<file path="config.mk">
export PLATFORM = sky130hd
export DESIGN_NAME = trap_controller
export DESIGN_NICKNAME = d
export VERILOG_FILES = /design/src/rtl/trap_pkg.sv /design/src/rtl/trap_age_arbiter.sv /design/src/rtl/trap_controller.sv
export SDC_FILE = /design/constraint.sdc
export NUM_CORES = 1
export LEC_CHECK = 0
export ABC_CLOCK_PERIOD_IN_PS = 8000
export CORE_MARGIN = 10
export CORE_UTILIZATION = 43
export CTS_BUF_LIST = sky130_fd_sc_hd__clkbuf_4
export DETAILED_ROUTE_END_ITERATION = 12
export HOLD_SLACK_MARGIN = 0.05
export PLACE_DENSITY_LB_ADDON = 0.1
export SLEW_MARGIN = 20
export SYNTH_ARGS = -nofsm -noshare
export SYNTH_HDL_FRONTEND = slang
export SYNTH_SLANG_ARGS = --single-unit
</file>
<file path="constraint.sdc">
create_clock -name clk -period 8 [get_ports clk]
set_clock_uncertainty 0.05 [all_clocks]
set_input_delay 1.6 -clock clk [delete_from_list [all_inputs] [get_ports clk]]
set_output_delay 1.6 -clock clk [all_outputs]
set_load 0.03 [all_outputs]
</file>
<file path="src/rtl/trap_pkg.sv">
`default_nettype none
// ============================================================================
//  Module      : trap_pkg
//  Description : Shared types and constants for the trap controller and the
//                CSR file it feeds. Holds the sequencer state encoding, the
//                cause codes the controller acts on, and the CSR addresses.
//  Revision    : 1.0  initial release
// ============================================================================
package trap_pkg;

    // Trap sequencer states
    typedef enum logic [2:0] {
        IDLE     = 3'd0,
        FLUSH    = 3'd1,
        SAVE     = 3'd2,
        REDIRECT = 3'd3,
        HANDLER  = 3'd4,
        RETURN   = 3'd5
    } trap_state_t;

    // Cause codes
    localparam logic [4:0] CAUSE_MISALIGN = 5'd0;
    localparam logic [4:0] CAUSE_ILLEGAL  = 5'd2;
    localparam logic [4:0] CAUSE_ECALL    = 5'd11;

    // CSR addresses shared with the CSR file
    localparam logic [11:0] WRITE = 12'h000;
    localparam logic [11:0] CAUSE = 12'h001;
    localparam logic [11:0] EPC   = 12'h002;

endpackage : trap_pkg
`default_nettype wire

</file>
<file path="src/rtl/trap_age_arbiter.sv">
`default_nettype none
// ============================================================================
//  Module      : trap_age_arbiter
//  Description : Combinational oldest-first arbiter. Each valid source's age
//                is its ROB tag minus the ROB head, modulo 2^TAG_W. The valid
//                source with the smallest age wins; ties go to the lowest
//                index.
//  Ports       : exc_valid  - per-source request
//                exc_tag    - per-source ROB tag, source i at [TAG_W*i +: TAG_W]
//                rob_head   - current ROB head tag
//                winner     - index of the winning source
//                any_valid  - at least one source is requesting
//  Revision    : 1.0  initial release
// ============================================================================
module trap_age_arbiter #(
    parameter  int N_SRC = 4,
    parameter  int TAG_W = 5,
    localparam int IDX_W = $clog2(N_SRC)
) (
    input  logic [N_SRC-1:0]       exc_valid,
    input  logic [N_SRC*TAG_W-1:0] exc_tag,
    input  logic [TAG_W-1:0]       rob_head,
    output logic [IDX_W-1:0]       winner,
    output logic                   any_valid
);

    logic [TAG_W-1:0] w_age;
    logic [TAG_W-1:0] w_best_age;

    always_comb begin
        w_age      = '0;
        w_best_age = '1;
        winner     = '0;
        any_valid  = 1'b0;
        for (int i = 0; i < N_SRC; i++) begin
            if (exc_valid[i]) begin
                // Unsigned subtraction wraps, giving the modulo age directly
                w_age = exc_tag[TAG_W*i +: TAG_W] - rob_head;
                // Strict less-than keeps the lower index on equal ages
                if (!any_valid || (w_age < w_best_age)) begin
                    w_best_age = w_age;
                    winner     = IDX_W'(i);
                end
                any_valid = 1'b1;
            end
        end
    end

endmodule : trap_age_arbiter
`default_nettype wire

</file>
<file path="src/rtl/trap_controller.sv">
`default_nettype none
// ============================================================================
//  Module      : trap_controller
//  Description : Sequences exception entry and mret return around the CSR
//                file. Picks the oldest reporting source, flushes the
//                pipeline for FLUSH_CYCLES cycles, writes EPC/CAUSE, redirects
//                fetch to the handler and, on mret, back to the saved EPC
//                (EPC+4 for ecall). Software CSR writes are held off while
//                the trap write is pending.
//  Ports       : clk, reset (async, active low)
//                exc_valid/exc_pc/exc_cause/exc_tag - per-source reports
//                rob_head   - ROB head tag for age comparison
//                mret_valid - mret commit pulse
//                epc_in     - EPC read back from the CSR file
//                sw_csr_req/sw_csr_gnt - software CSR write handshake
//                exc_ack    - one-hot accept of the winning source
//                exception_sig/exception_pc/exception_cause - CSR write
//                flush, pc_redirect_valid, pc_redirect, busy
//  Revision    : 1.0  initial release
// ============================================================================
module trap_controller
    import trap_pkg::*;
#(
    parameter int          N_SRC        = 4,
    parameter int          TAG_W        = 5,
    parameter int          FLUSH_CYCLES = 2,
    parameter logic [31:0] HANDLER_ADDR = 32'h0000_0100
) (
    input  logic                   clk,
    input  logic                   reset,
    input  logic [N_SRC-1:0]       exc_valid,
    input  logic [N_SRC*32-1:0]    exc_pc,
    input  logic [N_SRC*5-1:0]     exc_cause,
    input  logic [N_SRC*TAG_W-1:0] exc_tag,
    input  logic [TAG_W-1:0]       rob_head,
    input  logic                   mret_valid,
    input  logic [31:0]            epc_in,
    input  logic                   sw_csr_req,
    output logic                   sw_csr_gnt,
    output logic [N_SRC-1:0]       exc_ack,
    output logic                   exception_sig,
    output logic [31:0]            exception_pc,
    output logic [4:0]             exception_cause,
    output logic                   flush,
    output logic                   pc_redirect_valid,
    output logic [31:0]            pc_redirect,
    output logic                   busy
);

    localparam int IDX_W = $clog2(N_SRC);
    localparam int CNT_W = $clog2(FLUSH_CYCLES + 1);

    trap_state_t        r_state;
    trap_state_t        w_state_next;
    logic [31:0]        r_pc;
    logic [4:0]         r_cause;
    logic [IDX_W-1:0]   r_src;
    logic [CNT_W-1:0]   r_cnt;

    logic [IDX_W-1:0]   w_winner;
    logic               w_any_valid;

    trap_age_arbiter #(
        .N_SRC (N_SRC),
        .TAG_W (TAG_W)
    ) u_arb (
        .exc_valid (exc_valid),
        .exc_tag   (exc_tag),
        .rob_head  (rob_head),
        .winner    (w_winner),
        .any_valid (w_any_valid)
    );

    // ------------------------------------------------------------------------
    // State register and trap context
    // ------------------------------------------------------------------------
    always_ff @(posedge clk or negedge reset) begin
        if (!reset) begin
            r_state <= IDLE;
            r_pc    <= '0;
            r_cause <= '0;
            r_src   <= '0;
            r_cnt   <= '0;
        end else begin
            r_state <= w_state_next;
            if (r_state == IDLE && w_any_valid) begin
                r_pc    <= exc_pc[32*w_winner +: 32];
                r_cause <= exc_cause[5*w_winner +: 5];
                r_src   <= w_winner;
                r_cnt   <= CNT_W'(FLUSH_CYCLES);
            end else if (r_state == FLUSH) begin
                r_cnt   <= r_cnt - CNT_W'(1);
            end
        end
    end

    // ------------------------------------------------------------------------
    // Next state
    // ------------------------------------------------------------------------
    always_comb begin
        w_state_next = r_state;
        case (r_state)
            IDLE:     if (w_any_valid) w_state_next = FLUSH;
            FLUSH:    if (r_cnt == CNT_W'(1)) w_state_next = SAVE;
            SAVE:     w_state_next = REDIRECT;
            REDIRECT: w_state_next = HANDLER;
            HANDLER:  if (mret_valid) w_state_next = RETURN;
            RETURN:   w_state_next = IDLE;
            default:  w_state_next = IDLE;
        endcase
    end

    // ------------------------------------------------------------------------
    // Outputs, decoded from state and latched context only
    // ------------------------------------------------------------------------
    always_comb begin
        exc_ack           = '0;
        exception_sig     = 1'b0;
        exception_pc      = '0;
        exception_cause   = '0;
        flush             = 1'b0;
        pc_redirect_valid = 1'b0;
        pc_redirect       = '0;
        busy              = (r_state != IDLE);
        case (r_state)
            FLUSH: begin
                flush = 1'b1;
                // The counter still holds its load value only in the first
                // flush cycle, so the ack is a single-cycle pulse
                if (r_cnt == CNT_W'(FLUSH_CYCLES)) begin
                    for (int i = 0; i < N_SRC; i++) begin
                        exc_ack[i] = (r_src == IDX_W'(i));
                    end
                end
            end
            SAVE: begin
                exception_sig   = 1'b1;
                exception_pc    = r_pc;
                exception_cause = r_cause;
            end
            REDIRECT: begin
                pc_redirect_valid = 1'b1;
                pc_redirect       = HANDLER_ADDR;
            end
            RETURN: begin
                flush             = 1'b1;
                pc_redirect_valid = 1'b1;
                // ecall returns past the trapping instruction
                pc_redirect       = (r_cause == CAUSE_ECALL) ? (epc_in + 32'd4) : epc_in;
            end
            default: ;
        endcase
    end

    // Software CSR writes are held off while the trap write is in flight;
    // reset forces the grant low so every output reads zero in reset
    assign sw_csr_gnt = sw_csr_req && reset && (r_state != FLUSH) && (r_state != SAVE);

endmodule : trap_controller
`default_nettype wire

</file>
==> results.py, run 1 <==
metrics = {
    "floorplan": {
        "start_util_pct": 44.5,
        "row_count": 38,
        "die_height_um": 127,
        "ios": 291,
        "coreArea_sq_um": 11000,
        "die_w_um": 127,
        "dieArea_sq_um": 16100,
    },
    "pwr": {
        "power_leakage_nw": 3.47,
        "vdd.ir_drop.worst_mv": 0.112,
        "power.density_nw_per_um2": 195,
    },
    "clock_network": {
        "clock_latency_ns": 0.34,
        "cts_buffer_depth": 2,
        "cts_setup_buffers": 0,
        "clk_pin_slew_worst_paths_ns": 0.12,
        "cts_inserted_buffers": 5,
        "cts_tree": "done",
        "root_buffer": "clkbuf_4",
        "cts_sinks": 44,
        "cts-hold-fix-buffers": 0,
        "h-tree-depth": 2,
    },
    "layout": {
        "fin_util_pct": 72.8,
        "syn2layout_area_growth_pct": 63.6,
        "final_common_cell": "clkdlybuf4s50_1",
        "layout-drive-gt1-share_pct": 7.99,
        "layout.nets": 1112,
        "antenna_cells": 0,
        "stdcell_area_sq_um": 8030,
        "n_fill_cell": 904,
        "final_cell_mix": "clkdlybuf4s50_1 (289), nand2_1 (60), inv_1 (54)",
    },
    "timing": {
        "timing.final.crit_share_pct": 95.2,
        "finalWorstSetupSlack_ns": 0.387,
        "rsz0062_at_grt": "false",
        "clock.fmax_ghz": 0.131,
        "holdWs_ns": 0.444,
        "drv_slew": 0,
        "tightestPinTransition_ns": 0.894,
        "hold_violations": 0,
        "fin_crit_ns": 7.61,
        "slew_headroom_pct": 40.3,
        "setup_viol": 0,
    },
    "synth": {
        "synth-main-ff-cell": "dfrtp_1",
        "syn_area_sq_um": 4910,
        "syn_area_per_cell_sq_um": 8.34,
        "synth_cell_types": 53,
        "synth_fp_nets": 836,
        "synthCells": 589,
        "synth_async_sr_flop_share_pct": 100,
        "synth_edf_count": 0,
        "yosys_register_bits": 44,
        "ys_seq_area_share_pct": 22.4,
        "yosysWarnings": 0,
    },
    "worst_hold_path": {
        "min_path_type": "flip-flop to flip-flop",
    },
    "setup_path": {
        "crit_type": "primary input to flip-flop",
        "end_kind": "flip-flop",
        "crit_top_cell": "ha_1",
        "arrival_ns": 7.82,
        "crit_fanout": 36,
        "slowest_stage": "clkdlybuf4s50_1",
        "rrSetupSlack_ns": 5.63,
        "cp.required_ns": 8.21,
        "startpoint_type": "primary input",
        "cpPeakStageDelay_ns": 0.54,
    },
    "detailed_routing": {
        "ant_nets": 0,
        "drt_iter0_markers": 216,
        "drt-total-wl_um": 19400,
        "routedWlPerCell_um": 19.3,
        "drc": 0,
        "routed-via-count": 5357,
        "drt-pass1-iter-count": 4,
        "via_per_inst": 5.34,
    },
    "status": {
        "status": "finished clean",
    },
    "global_route": {
        "grt.total_usage_pct": 22.3,
        "grt_pass1_vias": 5511,
        "grt_start_max_net_pins": 46,
        "antenna_found_initial": 0,
        "grt_pass1_wl_um": 29800,
        "grt_overflow": 0,
    },
    "placed_design": {
        "dp_hpwl_um": 16300,
        "portBuffers": 290,
        "place_congestion": 0.923,
        "placed_cell_area_sq_um": 7930,
        "post-place-ws_ns": -0.378,
    },
    "run": {
        "max_cap_violations": 0,
    },
}
[routing by layer]
layer | global-route usage (%) | up-vias | share of wire, %
met5 | 0 | - | 0
met4 | 4.02 | 0 | 1.3
met3 | 6.71 | 14 | 7.8
met2 | 41.3 | 201 | 51
met1 | 24.8 | 2519 | 40
li1 | - | 2623 | -
[area by class of cell]
type                    count  area (sq um)  share of cell area, %
clock inverters             1          30.0                  0.374
clock buffers               5          37.5                  0.467
flip-flops and latches     44          1100                   13.7
well taps                 140           175                   2.18
inverters                  54           203                   2.52
multi-input cells         461          3500                   43.5
repair buffers            299          2990                   37.2
[registers in the layout (all words and copies together), names as in the netlist]
| signal | count |
|---|---|
| r_cnt | 2 |
| r_state | 3 |
| r_src | 2 |
| r_pc | 32 |
| r_cause | 5 |
[kinds of logic after synthesis]
logic type	after synthesis	synth area share (%)
DFF	44	22.4
xor gates and xnor gates	40	7.13
adders and majority gates	34	9.27
and+or+nand+nor	214	22.2
AOI/OAI and AO/OA	95	14.4
muxes	78	16.9
buffers and inverters	84	7.64
[worst paths after layout]
kind | from | endpoint | depth (start not counted)
max in group asynchronous | reset | r_pc[29] | 2
min in group asynchronous | reset | r_pc[2] | 2
worst max-delay path | rob_head[0] | r_pc[30] | 30
worst max register to register | r_state[2] | r_pc[29] | 4
worst min-delay path | r_pc[17] | r_pc[17] | 2
worst min register to register | r_pc[17] | r_pc[17] | 2
[report_power, final]
part | internal, W | total (W) | switching (W)
clock | 0.0000627 | 0.000128 | 0.0000657
combinational | 0.000485 | 0.00104 | 0.000552
sequential | 0.000334 | 0.000401 | 0.0000674
[metrics by stage]
| stage | TNS, ns | cells | total power (W) |
|---|---|---|---|
| 4_1_cts | 0 | 1004 | 0.00157 |
| 3_3_place_gp | 0 | 998 | 0.00139 |
| 3_5_place_dp | -13.07 | 998 | 0.00143 |
| 6_report | 0 | 1004 | 0.00157 |
| 5_1_grt | 0 | 1004 | 0.00169 |
| 2_1_floorplan | 0 | 589 | 0.00106 |
[what timing repair did]
| item | CTS | global route |
|---|---|---|
| pin swaps | 0 | 2 |
| setup endpoints to repair | 12 | 39 |
| resized for setup | 1 | 7 |
| gates cloned | 0 | 0 |
[critical path, delay by kind of cell]
family / cells / cell delay (ns)
AOI/OAI and AO/OA: 12 / 2.51
adders and majority gates: 5 / 1.56
xor gates and xnor gates: 1 / 0.09
and+or+nand+nor: 9 / 1.22
buffers and inverters: 3 / 0.79
[Yosys cell counts (9+ instances only)]
master	instances	area [sq um]
mux2_2	37	417
mux2i_1	40	400
inv_1	54	203
xor2_1	23	201
and2_1	42	263
a21o_1	9	67.6
o221ai_1	36	315
nand4_1	11	68.8
nand2_1	61	229
xnor2_1	17	149
dfrtp_1	44	1100
ha_1	30	375
a21oi_1	20	100
clkbuf_1	16	60.1
nor2_1	43	161
buf_2	9	45.0
nand3_1	11	55.1
(Power assumes the default switching activity.)
==> run 2: changes to the inputs <==
--- a/config.mk
+++ b/config.mk
@@ -6,6 +6,7 @@
 export NUM_CORES = 1
 export LEC_CHECK = 0
 export ABC_CLOCK_PERIOD_IN_PS = 8000
+export CAP_MARGIN = 25
 export CORE_MARGIN = 10
 export CORE_UTILIZATION = 43
 export CTS_BUF_LIST = sky130_fd_sc_hd__clkbuf_4
==> results of run 2 <==
Same layout as run 1: the final DEF is identical, and so are final timing and power.
==> run 3: changes to the inputs <==
--- a/config.mk
+++ b/config.mk
@@ -7,6 +7,7 @@
 export LEC_CHECK = 0
 export ABC_CLOCK_PERIOD_IN_PS = 8000
 export CAP_MARGIN = 25
+export CORE_ASPECT_RATIO = 1.5
 export CORE_MARGIN = 10
 export CORE_UTILIZATION = 43
 export CTS_BUF_LIST = sky130_fd_sc_hd__clkbuf_4
==> results.py, run 3 (same netlist as run 1, synthesis figures left out) <==
metrics = {
    "pwr": {
        "vdd.ir_drop.worst_mv": 0.121,
        "power.density_nw_per_um2": 196,
        "power_leakage_nw": 3.50,
        "clock_power_share_pct": 8.6,
        "pwr-share-seq_pct": 25.4,
        "sw_frac_of_total_pct": 44.2,
        "p_sw_w": 0.000701,
        "internal_power_w": 0.000885,
        "pwr-share-comb_pct": 66.0,
    },
    "detailed_routing": {
        "drt-pass1-iter-count": 4,
        "drt-total-wl_um": 20500,
        "routedWlPerCell_um": 20.1,
        "drt_iter0_markers": 179,
        "routed-via-count": 5396,
        "ant_nets": 0,
        "via_per_inst": 5.30,
        "drc": 0,
    },
    "layout": {
        "final_cell_mix": "clkdlybuf4s50_1 (288), nand2_1 (60), inv_1 (54)",
        "largest_reg_flops": 32,
        "final-instance-count-excl-fill": 1018,
        "largest-register": "r_pc",
        "syn2layout_area_growth_pct": 64.6,
        "top_regs": "r_pc: 32 flops, r_cause: 5 flops, r_state: 3 flops",
        "layout.nets": 1116,
        "n_fill_cell": 857,
        "fin_util_pct": 72.7,
        "layout-drive-gt1-share_pct": 8.62,
        "stdcell_area_sq_um": 8080,
        "final_common_cell": "clkdlybuf4s50_1",
    },
    "global_route": {
        "grt_pass1_vias": 5653,
        "grt.total_usage_pct": 24.1,
        "grt_start_max_net_pins": 46,
        "antenna_found_initial": 1,
        "grt_overflow": 0,
        "grt_pass1_wl_um": 31200,
    },
    "timing": {
        "tightestPinTransition_ns": 0.893,
        "clock.fmax_ghz": 0.132,
        "drv_slew": 0,
        "hold_violations": 0,
        "setup_viol": 0,
        "timing.final.crit_share_pct": 95.0,
        "slew_headroom_pct": 40.3,
        "fin_crit_ns": 7.60,
    },
    "floorplan": {
        "start_util_pct": 44.2,
        "die_height_um": 151,
        "die_w_um": 107,
        "ios": 291,
        "coreArea_sq_um": 11100,
        "row_count": 47,
        "dieArea_sq_um": 16200,
    },
    "clock_network": {
        "root_buffer": "clkbuf_4",
        "cts_sinks": 44,
        "cts_inserted_buffers": 5,
        "clock_latency_ns": 0.34,
        "h-tree-depth": 2,
        "cts_tree": "done",
        "cts-hold-fix-buffers": 0,
        "cts_buffer_depth": 2,
        "clk_pin_slew_worst_paths_ns": 0.14,
    },
    "setup_path": {
        "crit_type": "primary input to flip-flop",
        "crit_fanout": 24,
        "slowest_stage": "fa_1",
        "regToRegStartpoint": "r_state[2]",
        "cpPeakStageDelay_ns": 0.48,
        "startpoint_type": "primary input",
        "crit_top_cell": "ha_1",
        "arrival_ns": 7.80,
        "end_kind": "flip-flop",
        "cp.required_ns": 8.20,
        "crit_path_start": "rob_head[1]",
    },
    "worst_hold_path": {
        "min_path_type": "flip-flop to flip-flop",
        "hp-start": "r_pc[20]",
    },
    "run": {
        "max_cap_violations": 0,
    },
    "placed_design": {
        "dpl.cell_count": 1007,
        "portBuffers": 290,
        "dp_hpwl_um": 17500,
        "place_congestion": 0.921,
        "placed_cell_area_sq_um": 7940,
    },
    "status": {
        "status": "finished clean",
    },
}
-- run 3: changes by cell type in the layout (fill, tap and decap cells not counted), sizes merged --
| cell | change |
|---|---|
| clkinv | +2 |
| buf | +4 |
| dlymetal6s2s | +1 |
| diode | +1 |
| clkdlybuf4s50 | -1 |
-- run 3: critical path: cells and delay by family --
family	cells	cell delay (ns)
buf+inv	5	1.07
fa+ha+maj	4	1.40
xor+xnor	1	0.09
compound gates	13	2.38
simple gates	9	1.27
-- run 3: final cells by class --
type	instances	area (sq um)	area share, %
inverter	54	203	2.51
timing repair buffer	303	3010	37.3
multi-input combinational	461	3500	43.3
clock inverter	3	42.5	0.526
sequential	44	1100	13.6
clock buffer	5	37.5	0.464
antenna	1	2.50	0.0310
tap	147	184	2.28
-- run 3: repair_timing --
action,4_1_cts,5_1_grt
setup endpoints to repair,0,39
gates resized for setup,0,12
setup buffers,0,2
-- run 3: metrics by stage --
step | setup TNS (ns) | hold WS [ns] | total power [W] | worst slack (ns)
floorplan | 0 | 0.398 | 0.00106 | 0.349
global placement | 0 | 0.410 | 0.00140 | 0.218
detailed placement | -4.97 | 0.414 | 0.00144 | -0.193
CTS | 0 | 0.448 | 0.00158 | 0.162
global route | -0.725 | 0.475 | 0.00171 | -0.0627
finish | 0 | 0.443 | 0.00159 | 0.398
-- run 3: final timing paths --
kind                       endpoint  slack (ns)  cells past startpoint
hold / removal             r_pc[20]        0.44                      2
setup reg to reg           r_pc[29]        5.69                      4
setup / recovery           r_pc[15]        0.40                     32
min in group asynchronous   r_pc[6]        1.26                      2
hold reg to reg            r_pc[20]        0.44                      2
max in group asynchronous  r_pc[15]        6.25                      2
-- run 3: power groups by stage --
| stage | Clock (W) | Combinational (W) | Sequential [W] |
|---|---|---|---|
| final | 0.000137 | 0.00105 | 0.000402 |
| after global routing | 0.000149 | 0.00114 | 0.000417 |
| after CTS | 0.000140 | 0.00104 | 0.000402 |
| after detailed placement | 0 | 0.00103 | 0.000407 |
| after global placement | 0 | 0.000995 | 0.000401 |
| after floorplan | 0 | 0.000674 | 0.000382 |
-- run 3: layer usage --
metal / vias to the layer above / GRT usage [%] / routed length [um]
met5: - / 0 / 0
met4: 0 / 8.22 / 712
met3: 37 / 6.47 / 1440
met2: 213 / 45.3 / 10900
met1: 2504 / 24.8 / 7420
li1: 2642 / - / -
